[src/rtl/pipelined_adder.sv]
// pipelined_adder: WIDTH-bit a+b+cin with the carry chain cut into STAGES registered slices.
// Each stage carries the finished low sum bits, its carry-out and the operands downstream.
module pipelined_adder #(
  parameter int unsigned WIDTH  = 32,
  parameter int unsigned STAGES = 4
) (
  input  logic             clk,
  input  logic             rst,
  input  logic             in_valid,
  output logic             in_ready,
  input  logic [WIDTH-1:0] a,
  input  logic [WIDTH-1:0] b,
  input  logic             cin,
  output logic             out_valid,
  input  logic             out_ready,
  output logic [WIDTH-1:0] sum,
  output logic             cout,
  output logic             ovf
);

  localparam int unsigned SW = (STAGES == 0) ? WIDTH : WIDTH / STAGES;

  if (STAGES < 1 || STAGES > WIDTH || (WIDTH % ((STAGES == 0) ? 1 : STAGES)) != 0)
  begin : g_param_check
    $error("pipelined_adder: need 1 <= STAGES <= WIDTH and WIDTH divisible by STAGES");
  end

  logic [STAGES-1:0] valid_q, valid_d;
  logic [STAGES-1:0] carry_q, carry_d;
  logic [STAGES-1:0] adv;
  logic [WIDTH-1:0]  a_q   [STAGES];
  logic [WIDTH-1:0]  a_d   [STAGES];
  logic [WIDTH-1:0]  b_q   [STAGES];
  logic [WIDTH-1:0]  b_d   [STAGES];
  logic [WIDTH-1:0]  sum_q [STAGES];
  logic [WIDTH-1:0]  sum_d [STAGES];

  // adv[k]: the register after stage k is free or will be vacated this cycle.
  always_comb begin
    adv = '0;
    adv[STAGES-1] = !valid_q[STAGES-1] || out_ready;
    for (int k = int'(STAGES) - 2; k >= 0; k--) begin
      adv[k] = !valid_q[k+1] || adv[k+1];
    end
  end

  assign in_ready = !valid_q[0] || adv[0];

  always_comb begin
    logic [WIDTH-1:0] src_a, src_b, src_sum;
    logic             src_c, src_v, ld;
    logic [SW:0]      slice;
    int               km1;
    valid_d = valid_q;
    carry_d = carry_q;
    a_d     = a_q;
    b_d     = b_q;
    sum_d   = sum_q;
    src_a   = '0;
    src_b   = '0;
    src_sum = '0;
    src_c   = 1'b0;
    src_v   = 1'b0;
    ld      = 1'b0;
    slice   = '0;
    km1     = 0;
    for (int k = 0; k < int'(STAGES); k++) begin
      km1 = (k == 0) ? 0 : k - 1;
      if (k == 0) begin
        src_a   = a;
        src_b   = b;
        src_c   = cin;
        src_sum = '0;
        src_v   = in_valid;
        ld      = in_ready;
      end else begin
        src_a   = a_q[km1];
        src_b   = b_q[km1];
        src_c   = carry_q[km1];
        src_sum = sum_q[km1];
        src_v   = valid_q[km1];
        ld      = adv[km1];
      end
      slice = {1'b0, src_a[k*SW +: SW]} + {1'b0, src_b[k*SW +: SW]} + {{SW{1'b0}}, src_c};
      // Data only moves with a valid beat so an emptied stage keeps quiet registers.
      if (ld) begin
        valid_d[k] = src_v;
        if (src_v) begin
          a_d[k]                = src_a;
          b_d[k]                = src_b;
          sum_d[k]              = src_sum;
          sum_d[k][k*SW +: SW]  = slice[SW-1:0];
          carry_d[k]            = slice[SW];
        end
      end
    end
  end

  always_ff @(posedge clk) begin
    if (rst) begin
      valid_q <= '0;
    end else begin
      valid_q <= valid_d;
    end
    carry_q <= carry_d;
    a_q     <= a_d;
    b_q     <= b_d;
    sum_q   <= sum_d;
  end

  assign out_valid = valid_q[STAGES-1];
  assign sum       = out_valid ? sum_q[STAGES-1] : '0;
  assign cout      = out_valid && carry_q[STAGES-1];
  assign ovf       = out_valid && (a_q[STAGES-1][WIDTH-1] == b_q[STAGES-1][WIDTH-1]) &&
                     (sum_q[STAGES-1][WIDTH-1] != a_q[STAGES-1][WIDTH-1]);

endmodule

[config.mk]
export PLATFORM = sky130hd
export DESIGN_NAME = pipelined_adder
export DESIGN_NICKNAME = d
export VERILOG_FILES = /design/src/rtl/pipelined_adder.sv
export SDC_FILE = /design/constraint.sdc
export NUM_CORES = 1
export LEC_CHECK = 0
export CORE_MARGIN = 2
export CORE_UTILIZATION = 45
export CTS_CLUSTER_SIZE = 40
export DETAILED_ROUTE_END_ITERATION = 7
export DONT_BUFFER_PORTS = 1
export PLACE_DENSITY = 0.62
export SKIP_CTS_REPAIR_TIMING = 1
export SYNTH_ARGS = -nofsm -noshare
export SYNTH_HDL_FRONTEND = slang
export SYNTH_SLANG_ARGS = --single-unit
[constraint.sdc]
create_clock -name clk -period 15.19 [get_ports clk]
set_input_delay 0 -clock clk [delete_from_list [all_inputs] [get_ports clk]]
set_output_delay 0 -clock clk [all_outputs]
set_load 0.05 [all_outputs]
==> out/results.txt <==
Hold Crit Class = primary input to register
Static Leak = 3.04 nW
Pin count of the biggest net entering global routing = 58
Top cell type's share of synthesized area = 76.3%
Post-synth EDFFs = 182
Reg-to-Reg Start = valid_q[3]
Crit-path cells = and3_1 > nand3_1
PortBufs = 0
Worst Hold Depth = 2
DR WL/cell = 15.7 um
Tmin final = 2.34 ns
Final antenna diode count = 0
Slew @ Worst Pin = 1.14 ns
FF+latch area = 5550 um2
Worst Skew = 0.00505 ns
DRT Pass-1 Iters = 4
Synth Register Bits = 186
CP max stage delay = 0.86 ns
Starting Density = 45.6%
RSZ-0062 raised after global routing = false
Post-synthesis sequential area ratio = 77.4%
Clock sinks = 186
Min-delay src = b[6]
Dpl hpwl = 7.13 mm
CTS buffer count = 17
Gr ovfl total = 0
Crit path required time = 15.19 ns
Highest clock rate = 427 MHz
Top_reg_cell synth = edfxtp_1
CP startpoint kind = register
Die height = 130 um
YS warnings = 0
Clk slew on worst S/H paths = 0.06 ns
Layout cells sized above 1 = 8.18%
Footprint of the multi-input gates = 1590 um2
Total of max-cap violations = 0
Rows = 46
Worst R2R Path Depth = 2
Reg-to-reg endpoint = a_q[59]
Worst IR drop on VDD = 0.0000802 V
H-tree lvl count = 4
Synth top cells by count = 182 x edfxtp_1, 33 x and2_1, 28 x ha_1
Core area = 15,700 um2
Critical path fanouts, max = 38
Final Hold Fails = 1
CTS tree = built
Failing checks = hold timing
WL final = 11.2 mm
Syn Inst Count = 410
Post-route ant nets = 0
Die area = 16,900 um2
Total Routing Usage GR = 13.5%
Top-count cell post-synth = edfxtp_1
Layout area overhead = 21.3%
Initial antenna violation count = 0
Unique masters post-synth = 39
Clk Latency, worst-skew pair = 0.42 ns
Biggest area consumer among synthesized cells = edfxtp_1
DR vias/cell = 4.88
R2R Setup Slk = 12.87 ns
Mapped cell area = 7170 um2
Crit path capture type = output port
First-pass GRT wire length = 16.6 mm
Final Setup Violations = 0
Worst setup path class = register to output port
Post-layout nets = 593
CTS root buf = clkbuf_16
Worst path slowest cell = dfxtp_2
RD Place Congestion = 0.775
Final Cycle Share = 15.4%
Final cell count without fillers = 717
Initial DRC count = 191
Placed insts = 625
Syn Area/Cell = 17.5 um2
Top cells by area, synth = edfxtp_1 76%, ha_1 4.9%, and2_1 2.9%
Fillers = 1,239
Via count = 3,496
Max clock buf depth = 2
Critical Path AT = 2.34 ns
Max_slew headroom = 23.6%
Hold Path Sink = sum_q[102]
Die width = 130 um
Number of global-route vias before repair = 3,374
TNS Setup = 0 ns
Post-route DRC = 0
Worst hold slack = -0.0141 ns
Run status = finished with violations
Synth Net Count = 515
# IOs = 105
Async SR Flop Fraction = 0%
Final slew viol count = 0
PD cells = 128 nW/um2
-- critical path: cells and delay by family (launching register included) --
| kind | cells | cell delay, ns |
|---|---|---|
| flops | 1 | 0.86 |
| simple gates | 2 | 1.06 |
-- stage by stage --
step	total power, W	setup WS, ns	hold slack [ns]	area [um2]	util [%]
floorplan	0.000652	10.17	0.0691	7170	-
global placement	0.000662	12.89	0.0669	7490	47.7
detailed placement	0.000666	12.83	0.0687	7490	47.7
CTS	0.00111	12.79	-0.383	8090	51.5
global route	0.00116	12.70	0.00689	8690	55.3
finish	0.00111	12.85	-0.0141	8690	55.3
-- cell families (layout without fill, tap and decap cells) --
logic type / count (synthesis) / count (layout) / share of synthesized area [%]
AOI/OAI and AO/OA: 63 / 63 / 5.55
xor gates and xnor gates: 17 / 17 / 2.08
adders and majority gates: 36 / 36 / 7.12
buffers and inverters: 20 / 111 / 1.07
DFF: 186 / 186 / 77.4
muxes: 1 / 1 / 0.140
and+or+nand+nor: 87 / 87 / 6.65
-- sequential cells by signal, summed over array words and instances (netlist names) --
name / flops
b_q: 49
valid_q: 4
sum_q: 80
a_q: 49
carry_q: 4
-- power breakdown --
group / internal, W / total (W) / switching (W)
Clock: 0.000272 / 0.000446 / 0.000174
Combinational: 0.0000317 / 0.0000690 / 0.0000373
Sequential: 0.000592 / 0.000599 / 0.00000756
Total: 0.000896 / 0.00111 / 0.000219
-- area by class of cell --
type	instances	share of cell area [%]
Inverter	16	0.691
Clock inverter	15	2.07
Multi-Input combinational cell	204	18.3
Tap cell	216	3.11
Timing Repair Buffer	63	7.17
Sequential cell	186	63.8
Clock buffer	17	4.89
-- how the worst max path moves through the flow --
stage,startpoint,to,slack (ns),cells past startpoint
after global placement,valid_q[3],a_q[61],12.89,2
after CTS,valid_q[3],in_ready,12.79,2
final,valid_q[3],in_ready,12.85,2
after global routing,valid_q[3],a_q[62],12.70,2
after floorplan,valid_q[3],a_q[80],10.17,3
after detailed placement,valid_q[3],b_q[61],12.83,2
-- placed cells by master, fill, tap and decap left out, types with 2 or more instances in the layout --
| cell type | synthesis | layout |
|---|---|---|
| edfxtp_1 | 182 | 182 |
| dlygate4sd3_1 | 0 | 60 |
| and2_1 | 33 | 33 |
| ha_1 | 28 | 28 |
| a21oi_1 | 24 | 24 |
| clkbuf_16 | 0 | 17 |
| inv_1 | 16 | 16 |
| xnor2_1 | 14 | 14 |
| nor2_1 | 13 | 13 |
| o21ai_0 | 11 | 11 |
| nand2_1 | 10 | 10 |
| nor3_1 | 10 | 10 |
| fa_1 | 8 | 8 |
| nor2b_1 | 7 | 6 |
| o21a_1 | 5 | 5 |
| clkinv_2 | 0 | 5 |
| nand3_1 | 4 | 4 |
| bufinv_16 | 0 | 4 |
| o211ai_1 | 3 | 3 |
| nor4_1 | 3 | 3 |
| a21o_1 | 3 | 3 |
| xor2_1 | 3 | 3 |
| clkinv_1 | 0 | 3 |
| buf_4 | 0 | 3 |
| dfxtp_1 | 4 | 3 |
| o31a_1 | 2 | 2 |
| a2bb2oi_1 | 2 | 2 |
| o21bai_1 | 2 | 2 |
| nand3b_1 | 2 | 2 |
| a21boi_4 | 0 | 2 |
| clkinvlp_4 | 0 | 2 |
-- routing by layer --
| metal | GRT usage (%) | wire length, um | vias up |
|---|---|---|---|
| met1 | 14.1 | 4300 | 1698 |
| li1 | - | - | 1702 |
| met4 | 6.64 | 246 | 0 |
| met5 | 0 | 0 | - |
| met3 | 5.41 | 577 | 19 |
| met2 | 23.8 | 6110 | 77 |
(Power assumes the default switching activity.)
